File: src/rtl/bin2bcd_seq.sv
// Sequential binary-to-BCD converter (shift-and-add-3), one bit per cycle.
// Optional registered leading-zero blanking output enabled by macro BIN2BCD_BLANK_EN.
module bin2bcd_seq #(
    parameter int N = 8,
    parameter int D = 3
) (
    input  logic           sysclk,
    input  logic           reset,
    input  logic           start,
    input  logic [N-1:0]   bin,
    output logic           ready,
    output logic           done,
`ifdef BIN2BCD_BLANK_EN
    output logic [D-1:0]   blank,
`endif
    output logic [4*D-1:0] bcd
);

    localparam int CW = $clog2(N + 1);

    typedef enum logic [1:0] {
        S_IDLE,
        S_SHIFT,
        S_DONE
    } state_t;

    state_t          state_q, state_d;
    logic [N-1:0]    sr_q, sr_d;
    logic [4*D-1:0]  work_q, work_d;
    logic [4*D-1:0]  bcd_q, bcd_d;
    logic [CW-1:0]   cnt_q, cnt_d;
    logic [4*D-1:0]  adj;
    logic [4*D-1:0]  shifted;

    // Add-3 adjust per digit, then shift in the next binary MSB
    always_comb begin
        adj = '0;
        for (int unsigned i = 0; i < D; i++) begin
            if (work_q[4*i +: 4] >= 4'd5) adj[4*i +: 4] = work_q[4*i +: 4] + 4'd3;
            else                          adj[4*i +: 4] = work_q[4*i +: 4];
        end
        shifted = {adj[4*D-2:0], sr_q[N-1]};
    end

    always_comb begin
        state_d = state_q;
        sr_d    = sr_q;
        work_d  = work_q;
        cnt_d   = cnt_q;
        bcd_d   = bcd_q;
        ready   = 1'b0;
        done    = 1'b0;
        case (state_q)
            S_IDLE: begin
                ready = 1'b1;
                if (start) begin
                    sr_d    = bin;
                    work_d  = '0;
                    cnt_d   = CW'(N);
                    state_d = S_SHIFT;
                end
            end
            S_SHIFT: begin
                work_d = shifted;
                sr_d   = sr_q << 1;
                cnt_d  = cnt_q - 1'b1;
                if (cnt_q == CW'(1)) begin
                    bcd_d   = shifted;
                    state_d = S_DONE;
                end
            end
            S_DONE: begin
                ready = 1'b1;
                done  = 1'b1;
                if (start) begin
                    sr_d    = bin;
                    work_d  = '0;
                    cnt_d   = CW'(N);
                    state_d = S_SHIFT;
                end else begin
                    state_d = S_IDLE;
                end
            end
            default: state_d = S_IDLE;
        endcase
    end

    always_ff @(posedge sysclk) begin
        if (reset) begin
            state_q <= S_IDLE;
            sr_q    <= '0;
            work_q  <= '0;
            bcd_q   <= '0;
            cnt_q   <= '0;
        end else begin
            state_q <= state_d;
            sr_q    <= sr_d;
            work_q  <= work_d;
            bcd_q   <= bcd_d;
            cnt_q   <= cnt_d;
        end
    end

    assign bcd = bcd_q;

`ifdef BIN2BCD_BLANK_EN
    logic [D-1:0] blank_q, blank_d;
    logic         zero_above;

    // Bit i set when digit i and every higher digit of the new result are zero
    always_comb begin
        blank_d    = blank_q;
        zero_above = 1'b1;
        if (state_q == S_SHIFT && cnt_q == CW'(1)) begin
            blank_d = '0;
            for (int unsigned i = D - 1; i > 0; i--) begin
                zero_above = zero_above & (shifted[4*i +: 4] == 4'd0);
                blank_d[i] = zero_above;
            end
        end
    end

    always_ff @(posedge sysclk) begin
        if (reset) blank_q <= '0;
        else       blank_q <= blank_d;
    end

    assign blank = blank_q;
`endif

endmodule

File: config.mk
export PLATFORM = sky130hd
export DESIGN_NAME = bin2bcd_seq
export DESIGN_NICKNAME = d
export VERILOG_FILES = /design/src/rtl/bin2bcd_seq.sv
export SDC_FILE = /design/constraint.sdc
export NUM_CORES = 1
export LEC_CHECK = 0
export ABC_CLOCK_PERIOD_IN_PS = 1700
export BUFFER_PORTS_ARGS = -buffer_cell sky130_fd_sc_hd__buf_2
export CAP_MARGIN = 15
export CORE_MARGIN = 1
export CORE_UTILIZATION = 59
export CTS_BUF_LIST = sky130_fd_sc_hd__clkbuf_2
export DETAILED_ROUTE_END_ITERATION = 6
export GPL_TIMING_DRIVEN = 1
export PLACE_DENSITY = 0.78
export SYNTH_ARGS = -nofsm -noshare
export SYNTH_HDL_FRONTEND = slang
export SYNTH_SLANG_ARGS = --single-unit
File: constraint.sdc
create_clock -name sysclk -period 1.7 [get_ports sysclk]
set_input_delay 0.085 -clock sysclk [delete_from_list [all_inputs] [get_ports sysclk]]
set_output_delay 0.085 -clock sysclk [all_outputs]
set_load 0.03 [all_outputs]
After elaboration in Yosys (flattened, before gate mapping). Cells that the tools add are included. W data, S select, Z words.

Memories kept: 0. Memory bits (writable): 0. Output and inout bits: 14. Latch bits: 0. Word-level logic and storage cells: 39. Memory bits (read-only): 0. Bits in registers: 38.

Mux-type cells: 15. Add/subtract/negate cells: 4. Multipliers: 0. Bitwise gates (word level): 0. Shift-type cells: 0. Reductions and logical operators: 6. Magnitude comparators: 3. Equal/unequal tests: 6. Div/mod/pow operators: 0.

Operators by type and width (count): $pmux W12 S2 (1); $pmux W8 S2 (1); $ge A4 B3 Y1 const B (3); $mux W12 (1); $mux W4 (3); $add A4 B2 Y4 const B (2); $mux W8 (1); $pmux W4 S2 (1); $pmux W2 S3 (1); $reduce_and A2 Y1 (3); $eq A4 B1 Y1 const B (1); $mux W2 (2); $ne A2 B2 Y1 const B (2); $sub A4 B1 Y4 const B (1); $add A3 B2 Y3 const B (1); $mux W1 (3); $mux W3 (1); $eq A2 B1 Y1 const B (1); $eq A2 B2 Y1 const B (1); $logic_not A2 Y1 (1); $ne A2 B1 Y1 const B (1); $reduce_bool A2 Y1 (1); $reduce_or A2 Y1 (1).

Logic depth before layout (Yosys ltp). Gate-level depths: netlist of the first run.

Depth in word-level cells: 4. Gate-level depth with buffers: 6. Depth with buffers taken out: 6.

Worst setup path before layout of the first run. OpenSTA, ideal clock, no wires.

Kind: reg2reg. Start point: reg cnt_q[0]. End point: reg bcd_q[1], in the netlist bcd[1]. Arrival: 1.419 ns. Library setup time: 0.124 ns. Setup slack: 0.157 ns. Required time: 1.576 ns. Stages on the path, launching flop included: 6. Path through: dfxtp_1 > ha_1 > or3b_4 > nor2_2 > buf_2 > o22ai_1.

Longest elaborated chain between the ends: 2.

Ends and longest elaborated chain: start, declared (RTL line 31) `logic [CW-1:0] cnt_q, cnt_d;`; start signal, assigned (RTL line 100) `cnt_q <= cnt_d;`; $eq A4 B1 Y1 (RTL line 67) `if (cnt_q == CW'(1)) begin`; $reduce_and A2 Y1 (no source line); end signal, assigned (RTL line 93) `bcd_q <= '0;`; end signal, assigned (RTL line 99) `bcd_q <= bcd_d;`; end, declared (RTL line 30) `logic [4*D-1:0] bcd_q, bcd_d;`.

No other way between the ends. A chain may end at the register's enable or synchronous reset.

Final worst setup path of the first run.
Start point: reg work_q[0]. End point: reg bcd_q[2], in the netlist bcd[2].

Longest elaborated chain between the ends: 2.

Ends and longest elaborated chain: start, declared (RTL line 29) `logic [4*D-1:0] work_q, work_d;`; start signal, assigned (RTL line 98) `work_q <= work_d;`; $add A4 B2 Y4 / $ge A4 B3 Y1 (equally long branches) (RTL line 39) `if (work_q[4*i +: 4] >= 4'd5) adj[4*i +: 4] = work_q[4*i +: 4] + 4'd3;`; $mux W4 * (RTL line 39).

Every way passes the cells marked *; elsewhere a longest branch is shown, timed or not.

==> key figures, run 1 <==
Outcome
  • Status: finished with violations
  • Failing checks: design-rule violations

Logic synthesis
  • YS warnings: 0
  • #FFs+latches synth: 38
  • Unique cell type count in the Yosys netlist: 32
  • Syn nets: 218
  • Sequential area share after synthesis: 42.8%
  • Synth Cell Area: 1780 µm²
  • Syn Inst Count: 199
  • Mean Syn Cell Area: 8.93 µm²

Clocking
  • CTS Root Cell: clkbuf_2
  • Worst-case clock buffer depth: 2
  • Clock slew at reported path FFs: 0.17 ns
  • CTS Buf Count: 5
  • Worst-Skew Late Latency: 0.37 ns
  • CTS tree: yes
  • Sink Count: 38
  • Depth of the CTS H-tree: 2

Placement
  • DP Area: 1960 µm²
  • Final HPWL DP: 2440 µm
  • Final Wtd Congestion: 0.755
  • Dpl cells: 250
  • Pre-CTS setup slack: 0.0700 ns
  • PortBufs: 24

Finish
  • Reg area: 762 µm²
  • Ant. Diodes: 0
  • Share of layout cells above drive strength 1: 23.1%
  • Cell Count, Final, Fillers Out: 256
  • Area of the multi-input gates: 936 µm²
  • Design area: 2010 µm²
  • NumNets Final: 245
  • Area Growth Syn to Fin: 12.9%
  • # fillers: 205
  • Final design utilization: 71.6%

Worst setup path
  • R2r worst-path depth: 6
  • Origin of the worst setup path: work_q[0]$_SDFFE_PP0P_
  • Startpoint types: flip-flop
  • Worst Path Required: 2.02 ns
  • Reg2reg end: bcd[2]$_SDFFE_PP0P_
  • Arrival time worst endpoint: 1.93 ns
  • Reg2Reg Setup Slack: 0.08 ns
  • Critical path class: reg -> reg
  • Cell Chain, Critical Path: inv_1, ha_2, nor2b_1, o21ba_2, mux2_2, o22ai_1
  • Slowest CP cell: dfxtp_1
  • Worst Setup EP: bcd[2]$_SDFFE_PP0P_
  • Crit Path Max Fanout: 5
  • Slowest Stage Delay on Critical Path: 0.38 ns
  • Reg-to-reg critical path startpoint: work_q[0]$_SDFFE_PP0P_
  • CP Capture Type: flip-flop

GRT
  • Largest net degree at the start of global routing: 28
  • GRT overflow: 0
  • Total track usage: 24.3%
  • Number of global-route vias before repair: 1349
  • Antenna violations before repair: 0
  • First-pass GRT wire length: 6000 µm

Routing
  • Antenna Nets Post-Route: 0
  • DRC Markers: 4
  • Pre-antenna DRT Iters: 6
  • Vias: 1455
  • Via/cell ratio: 5.68
  • Mean routed wirelength per cell: 13.6 µm
  • Routed WL: 3470 µm
  • Iteration-0 DRC Markers: 74

Pwr
  • Total power: 1.56 mW
  • Sequential Power Share: 61.3%
  • Pwr Density: 779 nW/µm²
  • Switch Pwr: 0.442 mW
  • Worst vdd ir: 601 µV
  • Comb pwr share: 16.3%
  • Switching Share: 28.2%
  • Internal power: 1.12 mW
  • Clock power share: 22.4%
  • Pleak: 0.769 nW

STA
  • Final Cycle Share: 95.2%
  • Setup Viol. Count Final: 0
  • Max Clock Freq: 618 MHz
  • Fin Hold WS: 0.0236 ns
  • Measured slew at the worst slew-check pin: 0.437 ns
  • Fin worst setup slack: 0.0819 ns
  • Skew final: 0.0194 ns
  • Final Hold Vio Count: 0
  • Sum Neg Setup Slack: 0 ns
  • Max Transition Viols Final: 0
  • Max_slew headroom: 70.9%
  • RSZ-0062 raised after global routing: false
  • Post-layout min period: 1.62 ns

Floorplanning
  • IO Pins: 25
  • Row count: 19
  • Core Area: 2810 µm²
  • Die height: 56.9 µm
  • Die area: 3240 µm²
  • Chip width: 56.9 µm
  • Starting density of the core: 63.4%

Min path
  • Worst hold path class: in -> reg

Flow run
  • Max Cap Viol: 0
[kinds of logic (layout without fill, tap and decap cells)]
logic type	count (synthesis)	count (layout)	synth area share, %
xor gates and xnor gates	5	5	2.46
muxes	12	12	6.97
DFF	38	38	42.8
AOI/OAI and AO/OA	50	50	18.0
and+or+nand+nor	63	63	18.4
adders and majority gates	8	8	5.63
buffers and inverters	23	49	5.77
[layer usage]
layer | up-vias | GRT usage, % | share of wire [%] | wire length, µm
met3 | 4 | 4.84 | 4.6 | 161
met1 | 668 | 33.0 | 47 | 1650
met2 | 34 | 37.0 | 47 | 1620
met5 | - | 0 | 0 | 0
met4 | 0 | 11.5 | 1.2 | 41
li1 | 749 | - | - | -
[critical path, delay by kind of cell, from the launching register on]
kind                     cells  cell delay [ns]
AND/OR/NAND/NOR              1             0.20
flip-flops                   1             0.38
buffers and inverters        1             0.10
multiplexers                 1             0.36
adder cells (fa/ha/maj)      1             0.22
AO/OA/AOI/OAI                2             0.31
[sequential cells by signal (all words and copies together) (netlist names)]
name	count
sr_q	8
work_q	12
cnt_q	4
bcd	12
state_q	2
[power groups by stage]
stage / registers [mW] / logic, mW / clock network, mW
2_1_floorplan: 0.977 / 0.174 / 0
3_3_place_gp: 0.975 / 0.244 / 0
5_1_grt: 0.966 / 0.285 / 0.393
3_5_place_dp: 0.977 / 0.253 / 0
4_1_cts: 0.958 / 0.253 / 0.364
6_report: 0.960 / 0.254 / 0.350
[cell usage in the layout (no fill, tap or decap), drive strengths merged, types with 6 or more instances in the layout]
cell type / count
a211oi: 12
a21oi: 14
buf: 31
dfxtp: 38
ha: 8
inv: 12
mux2i: 9
nand2b: 11
nor2: 26
nor3: 6
o21ai: 9
o22ai: 6
[cells in the mapped netlist, drive strengths merged]
| cell type | count | area share [%] |
|---|---|---|
| o32ai | 5 | 2.5 |
| nand2 | 3 | 0.63 |
| a22oi | 1 | 0.42 |
| buf | 5 | 1.9 |
| or3 | 1 | 0.35 |
| and2 | 2 | 0.70 |
| mux2 | 3 | 1.9 |
| dfxtp | 38 | 43 |
| o21ai | 9 | 2.5 |
| nor3 | 6 | 1.7 |
| nand2b | 11 | 3.9 |
| a21oi | 14 | 3.9 |
| xnor2 | 4 | 2.0 |
| nor3b | 4 | 1.7 |
| nand3b | 1 | 0.42 |
| or3b | 1 | 0.63 |
| mux2i | 9 | 5.1 |
| nor2 | 26 | 5.8 |
| o21ba | 2 | 1.1 |
| a211oi | 12 | 5.1 |
| clkbuf | 6 | 1.3 |
| ha | 8 | 5.6 |
| nor2b | 5 | 1.8 |
| nand3 | 3 | 0.84 |
| a31oi | 1 | 0.35 |
| o22ai | 6 | 2.1 |
| inv | 12 | 2.5 |
| xor2 | 1 | 0.49 |
[timing repair]
| action | CTS | global route |
|---|---|---|
| resized for setup | 0 | 8 |
| hold buffers | 0 | 0 |
| setup endpoints to repair | 0 | 8 |
| setup buffers | 0 | 0 |
[worst min-delay path by stage]
stage | end | slack [ns] | start | cells after the start
floorplan | cnt_q[3]$_SDFFE_PP0P_ | 0.26 | start | 2
global placement | cnt_q[3]$_SDFFE_PP0P_ | 0.42 | start | 3
detailed placement | cnt_q[3]$_SDFFE_PP0P_ | 0.41 | start | 3
CTS | cnt_q[3]$_SDFFE_PP0P_ | 0.008 | start | 3
global route | sr_q[5]$_SDFFE_PP0P_ | 0.005 | bin[5] | 3
finish | sr_q[6]$_SDFFE_PP0P_ | 0.02 | bin[6] | 3
[area by class of cell]
type	count	share of cell area, %
multi-input cells	138	46.6
flip-flops and latches	38	37.9
repair buffers	31	9.84
inverters	12	2.24
well taps	31	1.93
clock buffers	5	1.25
clock inverters	1	0.187
Note: power is estimated with default switching activity, not from simulation.
==> run 2, diff against run 1 <==
--- a/config.mk
+++ b/config.mk
@@ -14,6 +14,7 @@
 export DETAILED_ROUTE_END_ITERATION = 6
 export GPL_TIMING_DRIVEN = 1
 export PLACE_DENSITY = 0.78
+export RECOVER_POWER = 100
 export SYNTH_ARGS = -nofsm -noshare
 export SYNTH_HDL_FRONTEND = slang
 export SYNTH_SLANG_ARGS = --single-unit
==> run 2 against run 1 <==
Effect of this change: the flow still finishes with violations (design-rule violations); clock power hardly changed; largest cell class unchanged; highest routed layer unchanged; critical path depth stayed put; worst hold slack better by 0.0015 ns; design area is 1.1% lower; sequential cell count stayed put.
==> key figures, run 2 (synthesis gave the netlist of run 1 again) <==
Worst setup path
  • Reg2Reg Setup Slack: 0.09 ns (was 0.08 ns)
  • Reg-to-reg critical path startpoint: work_q[0]$_SDFFE_PP0P_ (unchanged)
  • Critical path class: reg -> reg (unchanged)
  • CP Capture Type: flip-flop (unchanged)
  • Worst Path Required: 2.02 ns (about the same)
  • Reg2reg end: bcd[2]$_SDFFE_PP0P_ (unchanged)
  • Arrival time worst endpoint: 1.93 ns (about the same)
  • Crit Path Max Fanout: 5 (unchanged)
  • Startpoint types: flip-flop (unchanged)
  • R2r worst-path depth: 6 (unchanged)

GRT
  • GRT overflow: 0 (unchanged)
  • GR Layer Usage met3: 4.84% (unchanged)
  • Total track usage: 24.3% (unchanged)
  • Antenna violations before repair: 0 (unchanged)
  • Global routing usage on met2: 37.0% (unchanged)
  • Number of global-route vias before repair: 1349 (unchanged)
  • First-pass GRT wire length: 6000 µm (unchanged)
  • Largest net degree at the start of global routing: 28 (unchanged)
  • Most used routing layer: met2 (unchanged)
  • Met1 usage: 33.0% (unchanged)

Routing
  • Routed WL: 3480 µm (was 3470 µm)
  • Via/cell ratio: 5.69 (was 5.68)
  • Iteration-0 DRC Markers: 65 (was 74)
  • Vias: 1457 (was 1455)
  • Mean routed wirelength per cell: 13.6 µm (about the same)
  • DRC Markers: 4 (unchanged)
  • Pre-antenna DRT Iters: 6 (unchanged)
  • Antenna Nets Post-Route: 0 (unchanged)

Pwr
  • Switch Pwr: 0.441 mW (was 0.442 mW)
  • Pwr Density: 785 nW/µm² (was 779 nW/µm²)
  • Internal power: 1.12 mW (about the same)
  • Comb pwr share: 16.0% (was 16.3%)
  • Worst vdd ir: 592 µV (was 601 µV)
  • Switching Share: 28.3% (was 28.2%)
  • Pleak: 0.710 nW (was 0.769 nW)
  • Sequential Power Share: 61.5% (was 61.3%)
  • Clock power share: 22.5% (was 22.4%)

Finish
  • Share of layout cells above drive strength 1: 16.4% (was 23.1%)
  • Area Growth Syn to Fin: 11.7% (was 12.9%)
  • Design area: 1990 µm² (was 2010 µm²)
  • Ant. Diodes: 0 (unchanged)
  • Cell Count, Final, Fillers Out: 256 (unchanged)
  • Leading cell type in the layout, fill and taps excluded: dfxtp_1 (unchanged)
  • NumNets Final: 245 (unchanged)
  • Most frequent cells in the layout: 37 x dfxtp_1, 25 x nor2_1, 14 x clkbuf_1 (was 37 x dfxtp_1, 24 x nor2_1, 24 x buf_2)

Floorplanning
  • Die height: 56.9 µm (unchanged)
  • IO Pins: 25 (unchanged)
  • Chip width: 56.9 µm (unchanged)
  • Row count: 19 (unchanged)
  • Starting density of the core: 63.4% (unchanged)
  • Core Area: 2810 µm² (unchanged)
  • Die area: 3240 µm² (unchanged)

STA
  • Measured slew at the worst slew-check pin: 0.650 ns (was 0.437 ns)
  • Max_slew headroom: 56.5% (was 70.9%)
  • Max Clock Freq: 621 MHz (was 618 MHz)
  • Max Transition Viols Final: 0 (unchanged)
  • Setup Viol. Count Final: 0 (unchanged)
  • Skew final: 0.0201 ns (was 0.0194 ns)
  • Final Hold Vio Count: 0 (unchanged)
  • Final Cycle Share: 94.7% (was 95.2%)
  • Post-layout min period: 1.61 ns (was 1.62 ns)
  • Fin Hold WS: 0.0251 ns (was 0.0236 ns)

Clocking
  • CTS Root Cell: clkbuf_2 (unchanged)
  • CTS tree: yes (unchanged)
  • Post-CTS setup buffer count: 0 (unchanged)
  • Sink Count: 38 (unchanged)
  • CTS Buf Count: 5 (unchanged)
  • Worst-case clock buffer depth: 2 (unchanged)
  • Post-CTS sizing: 0 (unchanged)
  • Depth of the CTS H-tree: 2 (unchanged)
  • Clock slew at reported path FFs: 0.17 ns (about the same)
  • Worst-Skew Late Latency: 0.38 ns (was 0.37 ns)
  • CTS Hold Bufs: 0 (unchanged)

Placement
  • Final HPWL DP: 2440 µm (unchanged)
  • PortBufs: 24 (unchanged)
  • DP Area: 1960 µm² (unchanged)
  • Dpl cells: 250 (unchanged)
  • Final Wtd Congestion: 0.755 (unchanged)

Outcome
  • Failing checks: design-rule violations (unchanged)
  • Status: finished with violations (unchanged)

Min path
  • Worst hold endpoint: sr_q[6]$_SDFFE_PP0P_ (unchanged)
  • Hold Startpoint: bin[6] (unchanged)
  • Worst hold path class: in -> reg (unchanged)
  • Hold Path Depth: 3 (unchanged)

Flow run
  • Max Cap Viol: 0 (unchanged)
run 2: per-stage QoR:
| stage | total power [mW] | TNS (ns) | setup WS (ns) | utilization (%) |
|---|---|---|---|---|
| 2_1_floorplan | 1.15 | 0 | 0.157 | - |
| 3_3_place_gp | 1.22 | 0 | 0.136 | 69.8 |
| 3_5_place_dp | 1.23 | 0 | 0.0700 | 69.8 |
| 4_1_cts | 1.58 | 0 | 0.0629 | 70.8 |
| 5_1_grt | 1.64 | -0.00848 | -0.00848 | 70.8 |
| 6_report | 1.56 | 0 | 0.0909 | 70.8 |
run 2: power by group through the flow:
stage | Clock (mW) | Combinational (mW) | Sequential, mW
global route | 0.393 | 0.280 | 0.966
floorplan | 0 | 0.174 | 0.977
detailed placement | 0 | 0.253 | 0.977
finish | 0.350 | 0.250 | 0.959
global placement | 0 | 0.244 | 0.975
CTS | 0.364 | 0.253 | 0.958
run 2: how the worst max path moves through the flow:
stage	endpoint	depth (start not counted)	slack, ns	from
5_1_grt	sr_q[2]$_SDFFE_PP0P_	5	-0.008	state_q[0]$_SDFFE_PP0P_
3_5_place_dp	bcd[5]$_SDFFE_PP0P_	4	0.07	cnt_q[0]$_SDFFE_PP0P_
3_3_place_gp	bcd[6]$_SDFFE_PP0P_	4	0.14	cnt_q[0]$_SDFFE_PP0P_
4_1_cts	bcd[5]$_SDFFE_PP0P_	4	0.06	cnt_q[0]$_SDFFE_PP0P_
6_report	bcd[2]$_SDFFE_PP0P_	6	0.09	work_q[0]$_SDFFE_PP0P_
2_1_floorplan	bcd[1]$_SDFFE_PP0P_	5	0.16	cnt_q[0]$_SDFFE_PP0P_
run 2: area by class of cell:
type	instances	area (µm²)
fill	219	820
timing repair buffer	31	178
inverter	12	45.0
clock buffer	5	25.0
tap	31	38.8
sequential	38	762
clock inverter	1	3.75
multi-input combinational	138	933
run 2: routing by layer:
layer,vias up,wire length (µm),part of all wire (%)
li1,752,-,-
met1,669,1640,47
met2,29,1610,46
met3,7,160,4.6
met4,0,63,1.8
met5,-,0,0
run 2: worst max-delay path, cell delays in order (launching register included):
cell     delay (ns)
dfxtp_1        0.37
inv_1          0.10
ha_2           0.22
nor2b_1        0.20
o21ba_2        0.17
mux2_2         0.35
o22ai_1        0.14
==> run 3, diff against run 2 <==
==> config.mk (replaced) <==
export PLATFORM = sky130hd
export DESIGN_NAME = bin2bcd_seq
export DESIGN_NICKNAME = d
export VERILOG_FILES = /design/src/rtl/bin2bcd_seq.sv
export SDC_FILE = /design/constraint.sdc
export NUM_CORES = 1
export LEC_CHECK = 0
export ABC_CLOCK_PERIOD_IN_PS = 1420
export BUFFER_PORTS_ARGS = -buffer_cell sky130_fd_sc_hd__buf_2
export CAP_MARGIN = 15
export CORE_MARGIN = 5
export CORE_UTILIZATION = 53
export CTS_BUF_LIST = sky130_fd_sc_hd__clkbuf_2
export DETAILED_ROUTE_END_ITERATION = 6
export GPL_TIMING_DRIVEN = 1
export PLACE_DENSITY = 0.74
export RECOVER_POWER = 100
export SYNTH_ARGS = -nofsm -noshare
export SYNTH_HDL_FRONTEND = slang
export SYNTH_SLANG_ARGS = --single-unit
==> constraint.sdc (replaced) <==
create_clock -name sysclk -period 1.42 [get_ports sysclk]
set_input_delay 0.071 -clock sysclk [delete_from_list [all_inputs] [get_ports sysclk]]
set_output_delay 0.071 -clock sysclk [all_outputs]
set_load 0.03 [all_outputs]
==> run 3 against run 2 <==
Effect of this change: the flow finishes with violations (negative setup slack); register-to-register slack got worse by 0.24 ns; clock power increased by 37%; setup slack got worse by 0.24 ns; critical path type unchanged; first-iteration DRC count increased by 54%; fmax increased by 2.5%; design area increased by 29%; global-route usage decreased by 3.4 points; final cell count increased by 22%; sequential power increased by 20%; count of clock-buffer cells in the layout increased by 1; sequential cell count unchanged.
==> key figures, run 3 (synthesis gave the netlist of run 1 again) <==
Clocking
  • CTS tree: yes (unchanged)
  • CTS Root Cell: clkbuf_2 (unchanged)
  • Sink Count: 38 (unchanged)
  • Worst-case clock buffer depth: 2 (unchanged)
  • Depth of the CTS H-tree: 2 (unchanged)
  • Worst-Skew Late Latency: 0.39 ns (was 0.38 ns)
  • Clock slew at reported path FFs: 0.18 ns (was 0.17 ns)
  • CTS Buf Count: 5 (unchanged)

Finish
  • # fillers: 236 (was 219)
  • Leading cell type in the layout, fill and taps excluded: buf_4 (was dfxtp_1)
  • NumNets Final: 285 (was 245)
  • Final design utilization: 78.1% (was 70.8%)
  • Most frequent cells in the layout: 32 x buf_4, 29 x dfxtp_1, 21 x nor2_1 (was 37 x dfxtp_1, 25 x nor2_1, 14 x clkbuf_1)
  • Ant. Diodes: 0 (unchanged)
  • Area Growth Syn to Fin: 44.2% (was 11.7%)
  • Share of layout cells above drive strength 1: 40.8% (was 16.4%)

Floorplanning
  • Row count: 21 (was 19)
  • IO Pins: 25 (unchanged)
  • Core Area: 3280 µm² (was 2810 µm²)
  • Starting density of the core: 54.1% (was 63.4%)
  • Die height: 67.9 µm (was 56.9 µm)
  • Die area: 4610 µm² (was 3240 µm²)
  • Chip width: 67.9 µm (was 56.9 µm)

GRT
  • Total track usage: 20.9% (was 24.3%)
  • Largest net degree at the start of global routing: 26 (was 28)
  • Antenna violations before repair: 0 (unchanged)
  • Number of global-route vias before repair: 1569 (was 1349)
  • GRT overflow: 0 (unchanged)
  • First-pass GRT wire length: 7120 µm (was 6000 µm)

Worst setup path
  • Buf+Inv Stages, Crit Path: 1 (unchanged)
  • Cell Chain, Critical Path: inv_2, ha_4, or3b_4, or3_4, o22ai_2 (was inv_1, ha_2, nor2b_1, o21ba_2, mux2_2, o22ai_1)
  • Worst Path Required: 1.76 ns (was 2.02 ns)
  • CP Capture Type: flip-flop (unchanged)
  • Slowest CP cell: or3_4 (was dfxtp_1)
  • Slowest Stage Delay on Critical Path: 0.41 ns (was 0.37 ns)
  • R2r worst-path depth: 5 (was 6)
  • Critical path class: reg -> reg (unchanged)
  • Arrival time worst endpoint: 1.91 ns (was 1.93 ns)
  • Cell depth of the worst setup path: 5 (was 6)
  • Delay-heaviest family, CP: simple AND/OR/NAND/NOR gates (was flip-flops)
  • Startpoint types: flip-flop (unchanged)
  • Crit Path Max Fanout: 7 (was 5)

Placement
  • PortBufs: 24 (unchanged)
  • Pre-CTS setup slack: -0.191 ns (was 0.0700 ns)
  • Final Wtd Congestion: 0.829 (was 0.755)
  • Final HPWL DP: 2810 µm (was 2440 µm)

Pwr
  • Internal power: 1.43 mW (was 1.12 mW)
  • Switch Pwr: 0.605 mW (was 0.441 mW)
  • Comb pwr share: 19.8% (was 16.0%)
  • Pleak: 0.998 nW (was 0.710 nW)
  • Switching Share: 29.7% (was 28.3%)
  • Total power: 2.03 mW (was 1.56 mW)
  • Sequential Power Share: 56.6% (was 61.5%)
  • Clock power share: 23.6% (was 22.5%)
  • Worst vdd ir: 659 µV (was 592 µV)
  • Pwr Density: 794 nW/µm² (was 785 nW/µm²)

Routing
  • Via/cell ratio: 5.40 (was 5.69)
  • DRC Markers: 0 (was 4)
  • Antenna Nets Post-Route: 0 (unchanged)
  • Pre-antenna DRT Iters: 4 (was 6)
  • Mean routed wirelength per cell: 15.2 µm (was 13.6 µm)
  • Routed WL: 4760 µm (was 3480 µm)
  • Iteration-0 DRC Markers: 100 (was 65)
  • Vias: 1691 (was 1457)

Outcome
  • Status: finished with violations (unchanged)
  • Failing checks: negative setup slack (was design-rule violations)

STA
  • Max Transition Viols Final: 0 (unchanged)
  • Post-layout min period: 1.57 ns (was 1.61 ns)
  • Max Clock Freq: 637 MHz (was 621 MHz)
  • Setup Viol. Count Final: 16 (was 0)
  • Max_slew headroom: 68.8% (was 56.5%)
  • Skew final: 0.00403 ns (was 0.0201 ns)
  • Fin Hold WS: 0.0330 ns (was 0.0251 ns)
  • Final Cycle Share: 111% (was 94.7%)
  • Final Hold Vio Count: 0 (unchanged)
  • Measured slew at the worst slew-check pin: 0.463 ns (was 0.650 ns)
  • Fin worst setup slack: -0.150 ns (was 0.0909 ns)
  • RSZ-0062 raised after global routing: true

Flow run
  • Max Cap Viol: 0 (unchanged)

Min path
  • Worst hold path class: in -> reg (unchanged)
  • Hold Path Depth: 5 (was 3)
run 3: cell types whose count changed in the layout (fill, tap and decap cells not counted), moves of 5 or more:
cell           previous run  this run
dlygate4sd3_1             0         9
inv_2                     0         8
dfxtp_2                   1         8
inv_1                    12         4
buf_4                     4        32
buf_6                     0         5
dfxtp_1                  37        29
run 3: worst paths after layout:
check                         startpoint                endpoint  slack (ns)
setup reg to reg   cnt_q[1]$_SDFFE_PP0P_     bcd[9]$_SDFFE_PP0P_       -0.15
hold / removal                    bin[0]    sr_q[0]$_SDFFE_PP0P_        0.03
hold reg to reg   work_q[8]$_SDFFE_PP0P_  work_q[8]$_SDFFE_PP0P_        0.49
setup / recovery   cnt_q[1]$_SDFFE_PP0P_     bcd[9]$_SDFFE_PP0P_       -0.15
run 3: worst register-to-register path, stage by stage (launching register included):
cell and delay [ns]:
dfxtp_2 0.37, inv_2 0.07, ha_4 0.11, or3b_4 0.39, or3_4 0.41, o22ai_2 0.18
run 3: per-stage QoR:
stage / instance area (µm²) / setup TNS [ns] / instances
floorplan: 1800 / -0.575 / 199
global placement: 2120 / -0.954 / 284
detailed placement: 2120 / -1.56 / 284
CTS: 2440 / -1.15 / 310
global route: 2560 / -2.48 / 313
finish: 2560 / -1.30 / 313
run 3: routing by layer:
layer  global-route usage (%)  vias to the layer above  part of all wire (%)
met3                     5.42                        9                   3.1
met5                        0                        -                     0
met2                     37.5                       32                    54
met4                     6.70                        0                   1.6
met1                     24.0                      825                    42
li1                         -                      825                     -
run 3: area by class of cell:
class	count	area, µm²	share of cell area (%)
clock buffer	6	30.0	1.17
clock inverter	2	8.76	0.342
inverter	12	45.0	1.76
multi-input combinational	138	1150	44.8
sequential	38	774	30.2
tap	46	57.6	2.24
timing repair buffer	71	499	19.5
run 3: power by group through the flow:
stage	registers (mW)	clock network (mW)	logic, mW
finish	1.15	0.480	0.402
CTS	1.15	0.490	0.391
floorplan	1.17	0	0.211
detailed placement	1.17	0	0.342
global placement	1.17	0	0.339
global route	1.16	0.544	0.438
run 3: repair_timing:
action                                  4_1_cts  5_1_grt
pin swaps                                    10        9
endpoints found under the setup margin       19       19
resized for setup                            34       32
buffers inserted                              9        3
hold buffers                                  9        0
endpoints found under the hold margin        10        0
